<file path="src/rtl/sys_mem_part_ptr_mngr.sv">
// sys_mem_part_ptr_mngr
//   Per-agent running address pointer for system memory partitions. A burst
//   request (agent, length) is turned into one or more memory commands that
//   stay inside the agent's partition [start, end]. A burst that runs past the
//   end is split and continued from start, as often as needed.
//
// Ports
//   clk, rst_n        clock, asynchronous active-low reset
//   agent_id          partition table read index (registered, held per request)
//   mem_start_addr    partition start, valid LOOKUP_LAT cycles after agent_id
//   mem_end_addr      partition end (inclusive); end < start means single word
//   part_sync         pulse: table reprogrammed, invalidate all pointers
//   req_*             burst request handshake (req_len = 0 is accepted, no cmd)
//   cmd_*             memory command handshake; cmd_len >= 1, cmd_last on the
//                     final command of a request
module sys_mem_part_ptr_mngr #(
  parameter int MEM_ADDR_W = 27,
  parameter int NUM_AGENTS = 2,
  parameter int LEN_W      = 8,
  parameter int LOOKUP_LAT = 2,
  parameter int AGENT_ID_W = $clog2(NUM_AGENTS)
) (
  input  logic                  clk,
  input  logic                  rst_n,
  output logic [AGENT_ID_W-1:0] agent_id,
  input  logic [MEM_ADDR_W-1:0] mem_start_addr,
  input  logic [MEM_ADDR_W-1:0] mem_end_addr,
  input  logic                  part_sync,
  input  logic                  req_valid,
  output logic                  req_ready,
  input  logic [AGENT_ID_W-1:0] req_agent_id,
  input  logic [LEN_W-1:0]      req_len,
  output logic                  cmd_valid,
  input  logic                  cmd_ready,
  output logic [MEM_ADDR_W-1:0] cmd_addr,
  output logic [LEN_W-1:0]      cmd_len,
  output logic [AGENT_ID_W-1:0] cmd_agent_id,
  output logic                  cmd_last
);

  localparam int CNT_W = $clog2(LOOKUP_LAT + 2);

  typedef enum logic [1:0] {IDLE, LOOKUP, SETUP, ISSUE} state_e;

  state_e                                  state_q, state_d;
  logic [CNT_W-1:0]                        cnt_q, cnt_d;
  logic [AGENT_ID_W-1:0]                   aid_q, aid_d;
  logic [LEN_W-1:0]                        rem_q, rem_d;
  logic [MEM_ADDR_W-1:0]                   s_q, s_d, e_q, e_d;
  logic [MEM_ADDR_W-1:0]                   cur_q, cur_d;
  logic                                    pvld_q, pvld_d;
  logic [NUM_AGENTS-1:0][MEM_ADDR_W-1:0]   ptr_q, ptr_d;
  logic [NUM_AGENTS-1:0]                   vld_q, vld_d;
  logic                                    req_ready_q, req_ready_d;
  logic                                    cmd_valid_q, cmd_valid_d;
  logic [MEM_ADDR_W-1:0]                   cmd_addr_q, cmd_addr_d;
  logic [LEN_W-1:0]                        cmd_len_q, cmd_len_d;
  logic                                    cmd_last_q, cmd_last_d;

  logic [MEM_ADDR_W:0]                     nxt;
  logic [MEM_ADDR_W-1:0]                   p_sel;
  logic [LEN_W-1:0]                        seg, rem_n;

  // min(r, e-p+1); p is always within [s, e] so the span is at least 1.
  function automatic logic [LEN_W-1:0] seg_len(input logic [MEM_ADDR_W-1:0] p,
                                               input logic [MEM_ADDR_W-1:0] e,
                                               input logic [LEN_W-1:0]      r);
    logic [MEM_ADDR_W:0] span, rx;
    span = {1'b0, e} - {1'b0, p} + 1'b1;
    rx   = (MEM_ADDR_W+1)'(r);
    return (rx <= span) ? r : LEN_W'(span);
  endfunction

  always_comb begin
    state_d     = state_q;
    cnt_d       = cnt_q;
    aid_d       = aid_q;
    rem_d       = rem_q;
    s_d         = s_q;
    e_d         = e_q;
    cur_d       = cur_q;
    pvld_d      = pvld_q;
    ptr_d       = ptr_q;
    vld_d       = vld_q;
    req_ready_d = req_ready_q;
    cmd_valid_d = cmd_valid_q;
    cmd_addr_d  = cmd_addr_q;
    cmd_len_d   = cmd_len_q;
    cmd_last_d  = cmd_last_q;
    nxt         = '0;
    p_sel       = '0;
    seg         = '0;
    rem_n       = '0;

    // Clear first so pointer writes of an in-flight request below win.
    if (part_sync) vld_d = '0;

    unique case (state_q)
      IDLE: begin
        req_ready_d = 1'b1;
        if (req_valid && req_ready_q && (req_len != '0)) begin
          aid_d       = req_agent_id;
          rem_d       = req_len;
          cnt_d       = '0;
          // Snapshot the pointer now so a later part_sync only hits the
          // next request, not this one.
          cur_d       = ptr_q[req_agent_id];
          pvld_d      = vld_q[req_agent_id] & ~part_sync;
          req_ready_d = 1'b0;
          state_d     = LOOKUP;
        end
      end

      LOOKUP: begin
        if (cnt_q == CNT_W'(LOOKUP_LAT)) begin
          s_d     = mem_start_addr;
          e_d     = (mem_end_addr < mem_start_addr) ? mem_start_addr : mem_end_addr;
          state_d = SETUP;
        end else begin
          cnt_d = cnt_q + 1'b1;
        end
      end

      SETUP: begin
        p_sel          = (pvld_q && (cur_q >= s_q) && (cur_q <= e_q)) ? cur_q : s_q;
        seg            = seg_len(p_sel, e_q, rem_q);
        cur_d          = p_sel;
        ptr_d[aid_q]   = p_sel;
        vld_d[aid_q]   = 1'b1;
        cmd_valid_d    = 1'b1;
        cmd_addr_d     = p_sel;
        cmd_len_d      = seg;
        cmd_last_d     = (seg == rem_q);
        state_d        = ISSUE;
      end

      ISSUE: begin
        if (cmd_valid_q && cmd_ready) begin
          // Widened add: ptr+len can exceed the top of the address space.
          nxt          = {1'b0, cur_q} + (MEM_ADDR_W+1)'(cmd_len_q);
          p_sel        = (nxt > {1'b0, e_q}) ? s_q : nxt[MEM_ADDR_W-1:0];
          rem_n        = rem_q - cmd_len_q;
          rem_d        = rem_n;
          cur_d        = p_sel;
          ptr_d[aid_q] = p_sel;
          vld_d[aid_q] = 1'b1;
          if (rem_n == '0) begin
            cmd_valid_d = 1'b0;
            cmd_last_d  = 1'b0;
            req_ready_d = 1'b1;
            state_d     = IDLE;
          end else begin
            seg        = seg_len(p_sel, e_q, rem_n);
            cmd_addr_d = p_sel;
            cmd_len_d  = seg;
            cmd_last_d = (seg == rem_n);
          end
        end
      end

      default: state_d = IDLE;
    endcase
  end

  always_ff @(posedge clk or negedge rst_n) begin
    if (!rst_n) begin
      state_q     <= IDLE;
      cnt_q       <= '0;
      aid_q       <= '0;
      rem_q       <= '0;
      s_q         <= '0;
      e_q         <= '0;
      cur_q       <= '0;
      pvld_q      <= 1'b0;
      ptr_q       <= '0;
      vld_q       <= '0;
      req_ready_q <= 1'b0;
      cmd_valid_q <= 1'b0;
      cmd_addr_q  <= '0;
      cmd_len_q   <= '0;
      cmd_last_q  <= 1'b0;
    end else begin
      state_q     <= state_d;
      cnt_q       <= cnt_d;
      aid_q       <= aid_d;
      rem_q       <= rem_d;
      s_q         <= s_d;
      e_q         <= e_d;
      cur_q       <= cur_d;
      pvld_q      <= pvld_d;
      ptr_q       <= ptr_d;
      vld_q       <= vld_d;
      req_ready_q <= req_ready_d;
      cmd_valid_q <= cmd_valid_d;
      cmd_addr_q  <= cmd_addr_d;
      cmd_len_q   <= cmd_len_d;
      cmd_last_q  <= cmd_last_d;
    end
  end

  assign agent_id     = aid_q;
  assign cmd_agent_id = aid_q;
  assign req_ready    = req_ready_q;
  assign cmd_valid    = cmd_valid_q;
  assign cmd_addr     = cmd_addr_q;
  assign cmd_len      = cmd_len_q;
  assign cmd_last     = cmd_last_q;

endmodule
</file>
<file path="config.mk">
export PLATFORM = sky130hd
export DESIGN_NAME = sys_mem_part_ptr_mngr
export DESIGN_NICKNAME = d
export VERILOG_FILES = /design/src/rtl/sys_mem_part_ptr_mngr.sv
export SDC_FILE = /design/constraint.sdc
export NUM_CORES = 1
export LEC_CHECK = 0
export CAP_MARGIN = 25
export CORE_ASPECT_RATIO = 2
export CORE_MARGIN = 10
export CORE_UTILIZATION = 56
export DETAILED_ROUTE_END_ITERATION = 6
export PLACE_DENSITY = 0.79
export REMOVE_ABC_BUFFERS = 1
export SLEW_MARGIN = 25
export SYNTH_ARGS = -nofsm -noshare
export SYNTH_HDL_FRONTEND = slang
export SYNTH_SLANG_ARGS = --single-unit
export TNS_END_PERCENT = 100
</file>
<file path="constraint.sdc">
create_clock -name clk -period 6.92 [get_ports clk]
set_input_delay 1.038 -clock clk [delete_from_list [all_inputs] [get_ports clk]]
set_output_delay 1.038 -clock clk [all_outputs]
set_load 0.02 [all_outputs]
</file>
==> After elaboration in Yosys (flattened, before gate mapping) <==
Cells that the tools add are included.
{ "op_classes": {"addsub": 7, "multipliers": 0, "div_mod_pow": 0, "order_cmp": 9, "eq_ne": 12, "shifts": 0, "mux": 50, "n_bitwise": 3, "reduce_logical": 23} }
{ "op_table": {"columns": ["cell", "n"], "rows": [
  ["$mux W27", 10],
  ["$bwmux W54", 2],
  ["$pmux W54 S2", 1],
  ["$pmux W27 S3", 1],
  ["$add A28 B1 Y28 const B", 2],
  ["$le A8 B28 Y1", 2],
  ["$sub A27 B27 Y28", 2],
  ["$mux W54", 1],
  ["$pmux W27 S2", 1],
  ["$mux W8", 6],
  ["$pmux W8 S2", 2],
  ["$add A27 B8 Y28", 1],
  ["$gt A28 B27 Y1", 1],
  ["$demux W27 S1", 1],
  ["$ge A27 B27 Y1", 1],
  ["$le A27 B27 Y1", 1],
  ["$lt A27 B27 Y1", 1],
  ["$reduce_and A3 Y1", 6],
  ["$eq A8 B8 Y1", 2],
  ["$mux W2", 8],
  ["$ne A2 B2 Y1 const B", 6],
  ["$mux W1", 10],
  ["$logic_not A8 Y1", 1],
  ["$pmux W2 S2", 2],
  ["19 further kinds", 33]
]} }
{ "totals": {"ff_bits": 189, "latch_bits": 0, "ram_bits": 0, "romBits": 0, "inputBits": 68, "out_inout_bits": 40, "word_cells": 120, "n_memories": 0} }

==> Depth between registers and ports, before layout <==
{ "depth": {"word_depth": 11, "mapped_depth": 39, "depth_no_buf": 37} }

==> Least setup slack after synthesis <==
No wires, ideal clock.
{ "synth_timing": {"path_type": "register -> register", "startpoint": "register cmd_len_q[0], in the netlist cmd_len[0]", "endpoint": "register cmd_len_q[6], in the netlist cmd_len[6]", "setup_ns": 0.126, "arrival_time_ns": 7.696, "required_time_ns": 6.794, "slack_ns": -0.902, "stages_incl_launch_ff": 39, "n_path_buf": 2, "synth_period_minus_slack_ns": 7.822, "cell_sequence": "dfrtp_1 ha_1 inv_1 fa_1 nor2b_1 o21ai_0 a21boi_0 o21ai_0 a211oi_2 and3_1 xor2_1 ha_1 a21o_1 a21o_1 a21oi_1 o21ai_0 o21ai_0 a21oi_1 (+3 left out) mux2i_1 ha_1 inv_1 ha_1 fa_1 a211oi_1 o21ai_2 xnor2_1 ha_1 nand4_1 o22ai_1 nor3_1 and4b_1 nand4_1 nor4_4 nand2_4 mux2_4 a221o_1"} }
{ "synth_between": {"elab_chain_len": 10, "elab_cells_between_ends": 14, "cone_classes": "add/sub: 4; order compare: 2; eq/ne: 1; mux: 5; reduce/logical: 2"} }
{ "synth_lines": {"columns": ["item", "line_no", "text"], "rows": [
  ["start: declaration", "57", "logic [LEN_W-1:0] cmd_len_q, cmd_len_d;"],
  ["start signal: assignment", "196", "cmd_len_q <= cmd_len_d;"],
  ["$add A27 B8 Y28", "140", "nxt = {1'b0, cur_q} + (MEM_ADDR_W+1)'(cmd_len_q);"],
  ["$gt A28 B27 Y1", "141", "p_sel = (nxt > {1'b0, e_q}) ? s_q : nxt[MEM_ADDR_W-1:0];"],
  ["$mux W27", "141", null],
  ["$sub A27 B27 Y28", "69", "span = {1'b0, e} - {1'b0, p} + 1'b1;"],
  ["$add A28 B1 Y28", "69", null],
  ["$le A8 B28 Y1", "71", "return (rx <= span) ? r : LEN_W'(span);"],
  ["$mux W8", "71", null],
  ["$mux W8", "147", "if (rem_n == '0) begin"],
  ["$mux W8", "138", "if (cmd_valid_q && cmd_ready) begin"],
  ["$pmux W8 S2", "98", "unique case (state_q)"]
]} }
Parallel ways exist; a longest one is shown, timed or not. The select of a mux whose other input is x is not followed.
A chain may end at the register's enable or synchronous reset.

==> Worst setup path in the final report <==
{ "layout_timing": {"startpoint": "register cmd_len_q[2], in the netlist cmd_len[2]", "endpoint": "register cmd_len_q[5], in the netlist cmd_len[5]"} }
Same word-level chain as after synthesis.

==> out/qor.yml <==
placed_design:
  place_area_um2: 21900
  place_ws_ps: -1150
  dpl.cell_count: 2896
  io_buffers: 107
  dp_hpwl_um: 54900
  gp_congestion: 1.05
layout:
  layout.nets: 2825
  fin_cells: 2950
  antenna_cells: 0
  drive_gt1_frac: 0.244
  most-common-layout-cells: "buf_4, ha_1, nand2_1, dfrtp_1, o21ai_0"
  mostFrequentLayoutCell: "buf_4"
  n_fill_cell: 2292
  stdcell_area_um2: 23100
  syn_to_final_growth_pct: 32.2
yosys:
  yosysWarnings: 0
  ys_types: 85
  syn-cell-area_um2: 17500
  synth_edf_count: 0
  synth-seq-cells: 189
  netlist.area_leader.share: 0.270
  async_flop_share: 1.00
  syn-mean-instance-area_um2: 8.56
  yosysSeqAreaShare: 0.270
  synth_area_leaders: "dfrtp_1, ha_1, mux2i_1"
  yosys.area.top_type: "dfrtp_1"
  synth-main-ff-cell: "dfrtp_1"
  syn_inst: 2046
clock_tree:
  cts.sinks: 189
  cts_root_buf: "clkbuf_16"
  clk_latency_ps: 480
  cts_max_path_buffers: 2
  path_clk_slew_ps: 80
  cts_hold_buf: 0
  htree_levels: 4
  cts_tree: "built"
  numCtsBuffers: 17
worst_setup_path:
  cp_data_arrival_time_ps: 7880
  r2r-end: "cmd_len[5]"
  worstSetupPathType: "flop to flop"
  end_kind: "flop"
  slowest_delay_ps: 500
  worst_r2r_path_depth: 39
  required_ps: 7280
  crit_path_max_fanout: 6
  cp_top_family: "compound AO/OA/AOI/OAI gates"
  slowest_stage: "dfrtp_1"
  cp-start-kind: "flop"
  cp.buffers_inverters: 7
  r2r-start: "cmd_len[2]"
  reg2reg_slack_ps: -600
sta:
  slew_violations: 0
  min_period_ps: 7520
  tightest_slew_ps: 1040
  fin_worst_skew_ps: 20.9
  finalCritPeriodShare: 1.09
  fin_ws_ps: -601
  timing.slew.headroom: 0.305
  holdWs_ps: 481
  rsz0062_at_grt: "true"
  finalSetupViolCount: 9
  hold_violations: 0
  fmax_mhz: 133
outcome:
  outcome: "finished, violations left"
  violations: "negative setup slack"
floorplan:
  ioPinCount: 108
  dieHeight_um: 270
  fp.dieArea_um2: 39200
  die_width_um: 145
  rows: 91
  initial_core_util: 0.568
  core_um2: 30900
detailed_routing:
  via_per_inst: 6.14
  vias: 18120
  ant_nets: 0
  routed_wl_um: 69500
  drt_iter0_markers: 1012
  post_drt_wl_per_cell_um: 23.6
  dr.pass1.iters: 5
  drcViolationCount: 0
hold_path:
  hp-class: "flop to flop"
  min_to: "ptr_q[43]"
  whs_path_depth: 2
  hp-start: "ptr_q[43]"
job:
  maxCapViolCount: 0
global_route:
  grt_max_degree: 108
  grt_antenna_before_repair: 1
  grt_pass1_vias: 18990
  grt_usage: 0.345
  grt_pass1_wl_um: 105000
  gr-total-overflow: 0
[cells by family (layout without fill, tap and decap cells)]
logic type / after synthesis / count (layout) / synth area share
DFF: 189 / 189 / 0.270
AOI/OAI and AO/OA: 569 / 569 / 0.208
xor gates and xnor gates: 76 / 76 / 0.0380
buffers and inverters: 232 / 718 / 0.0540
and+or+nand+nor: 567 / 567 / 0.154
muxes: 175 / 175 / 0.104
adders and majority gates: 238 / 238 / 0.172
[worst reg2reg max path, delay by kind of cell, from the launching register on]
kind	cells	cell delay, ps
AO/OA/AOI/OAI	13	2190
AND/OR/NAND/NOR	10	1660
adder cells (fa/ha/maj)	5	1420
buffers and inverters	7	940
flip-flops	1	500
multiplexers	2	350
XOR/XNOR	2	320
[Yosys cell counts, types with 8 or more instances]
master / instances
o21a_1: 20
nand4_1: 46
inv_1: 142
nand2b_1: 18
and2_1: 20
nor2b_1: 16
xnor2_1: 50
xor2_1: 26
o21ai_0: 195
a31oi_1: 12
a21o_1: 53
nand3_1: 23
mux2i_1: 127
and3_1: 14
nor4_1: 12
a221o_1: 9
a211oi_1: 15
buf_2: 8
o211ai_1: 19
o22a_1: 17
a21oi_1: 119
dfrtp_1: 189
o221ai_1: 24
nand2_1: 221
clkbuf_1: 65
buf_4: 8
ha_1: 234
nor3_1: 32
mux2_2: 45
nor2_1: 128
[area by class of cell]
cell class	instances	area, um2	area share
Clock buffer	17	425	0.0184
Timing Repair Buffer	543	4400	0.190
Sequential cell	189	4730	0.204
Clock inverter	15	188	0.00811
Inverter	143	537	0.0232
Multi-Input combinational cell	1625	12300	0.533
Tap cell	418	523	0.0226
[registers in the layout, indices dropped and copies added, names as in the netlist]
| register | flops |
|---|---|
| ptr_q | 54 |
| req_ready | 1 |
| cnt_q | 2 |
| e_q | 27 |
| pvld_q | 1 |
| cmd_valid | 1 |
| cur_q | 27 |
| cmd_last | 1 |
| vld_q | 2 |
| state_q | 2 |
| rem_q | 8 |
| cmd_len | 8 |
| cmd_addr | 27 |
| s_q | 27 |
| agent_id | 1 |
[through the flow]
| step | setup TNS [ps] | util |
|---|---|---|
| 2_1_floorplan | -24140 | - |
| 3_3_place_gp | -8140 | 0.709 |
| 3_5_place_dp | -9740 | 0.710 |
| 4_1_cts | -3370 | 0.744 |
| 5_1_grt | -7920 | 0.750 |
| 6_report | -4960 | 0.750 |
[routing by layer]
metal	track usage	share of wire	vias to the layer above
met5	0	0	-
met1	0.314	0.32	8657
li1	-	-	8381
met2	0.629	0.52	741
met4	0.337	0.11	0
met3	0.0527	0.050	341
[worst max path at each step]
stage | start | end | slack, ps | depth (start not counted)
after floorplan | cmd_len[0] | cmd_len[6] | -2760 | 36
after global placement | cmd_len[0] | cmd_len[0] | -980 | 38
after detailed placement | cmd_len[0] | cmd_len[0] | -1150 | 38
after CTS | cur_q[0] | cmd_len[0] | -430 | 38
after global routing | cur_q[0] | cmd_len[0] | -930 | 38
final | cmd_len[2] | cmd_len[5] | -600 | 39
[timing repair]
item,4_1_cts,5_1_grt
endpoints found under the setup margin,9,9
pin swaps,46,50
gates resized for setup,66,34
buffers inserted,21,3
endpoints found under the hold margin,0,0
Power is left out: the tool's default activity adds up to more than one toggle a clock period on the data nets, which glitch-free logic cannot reach.
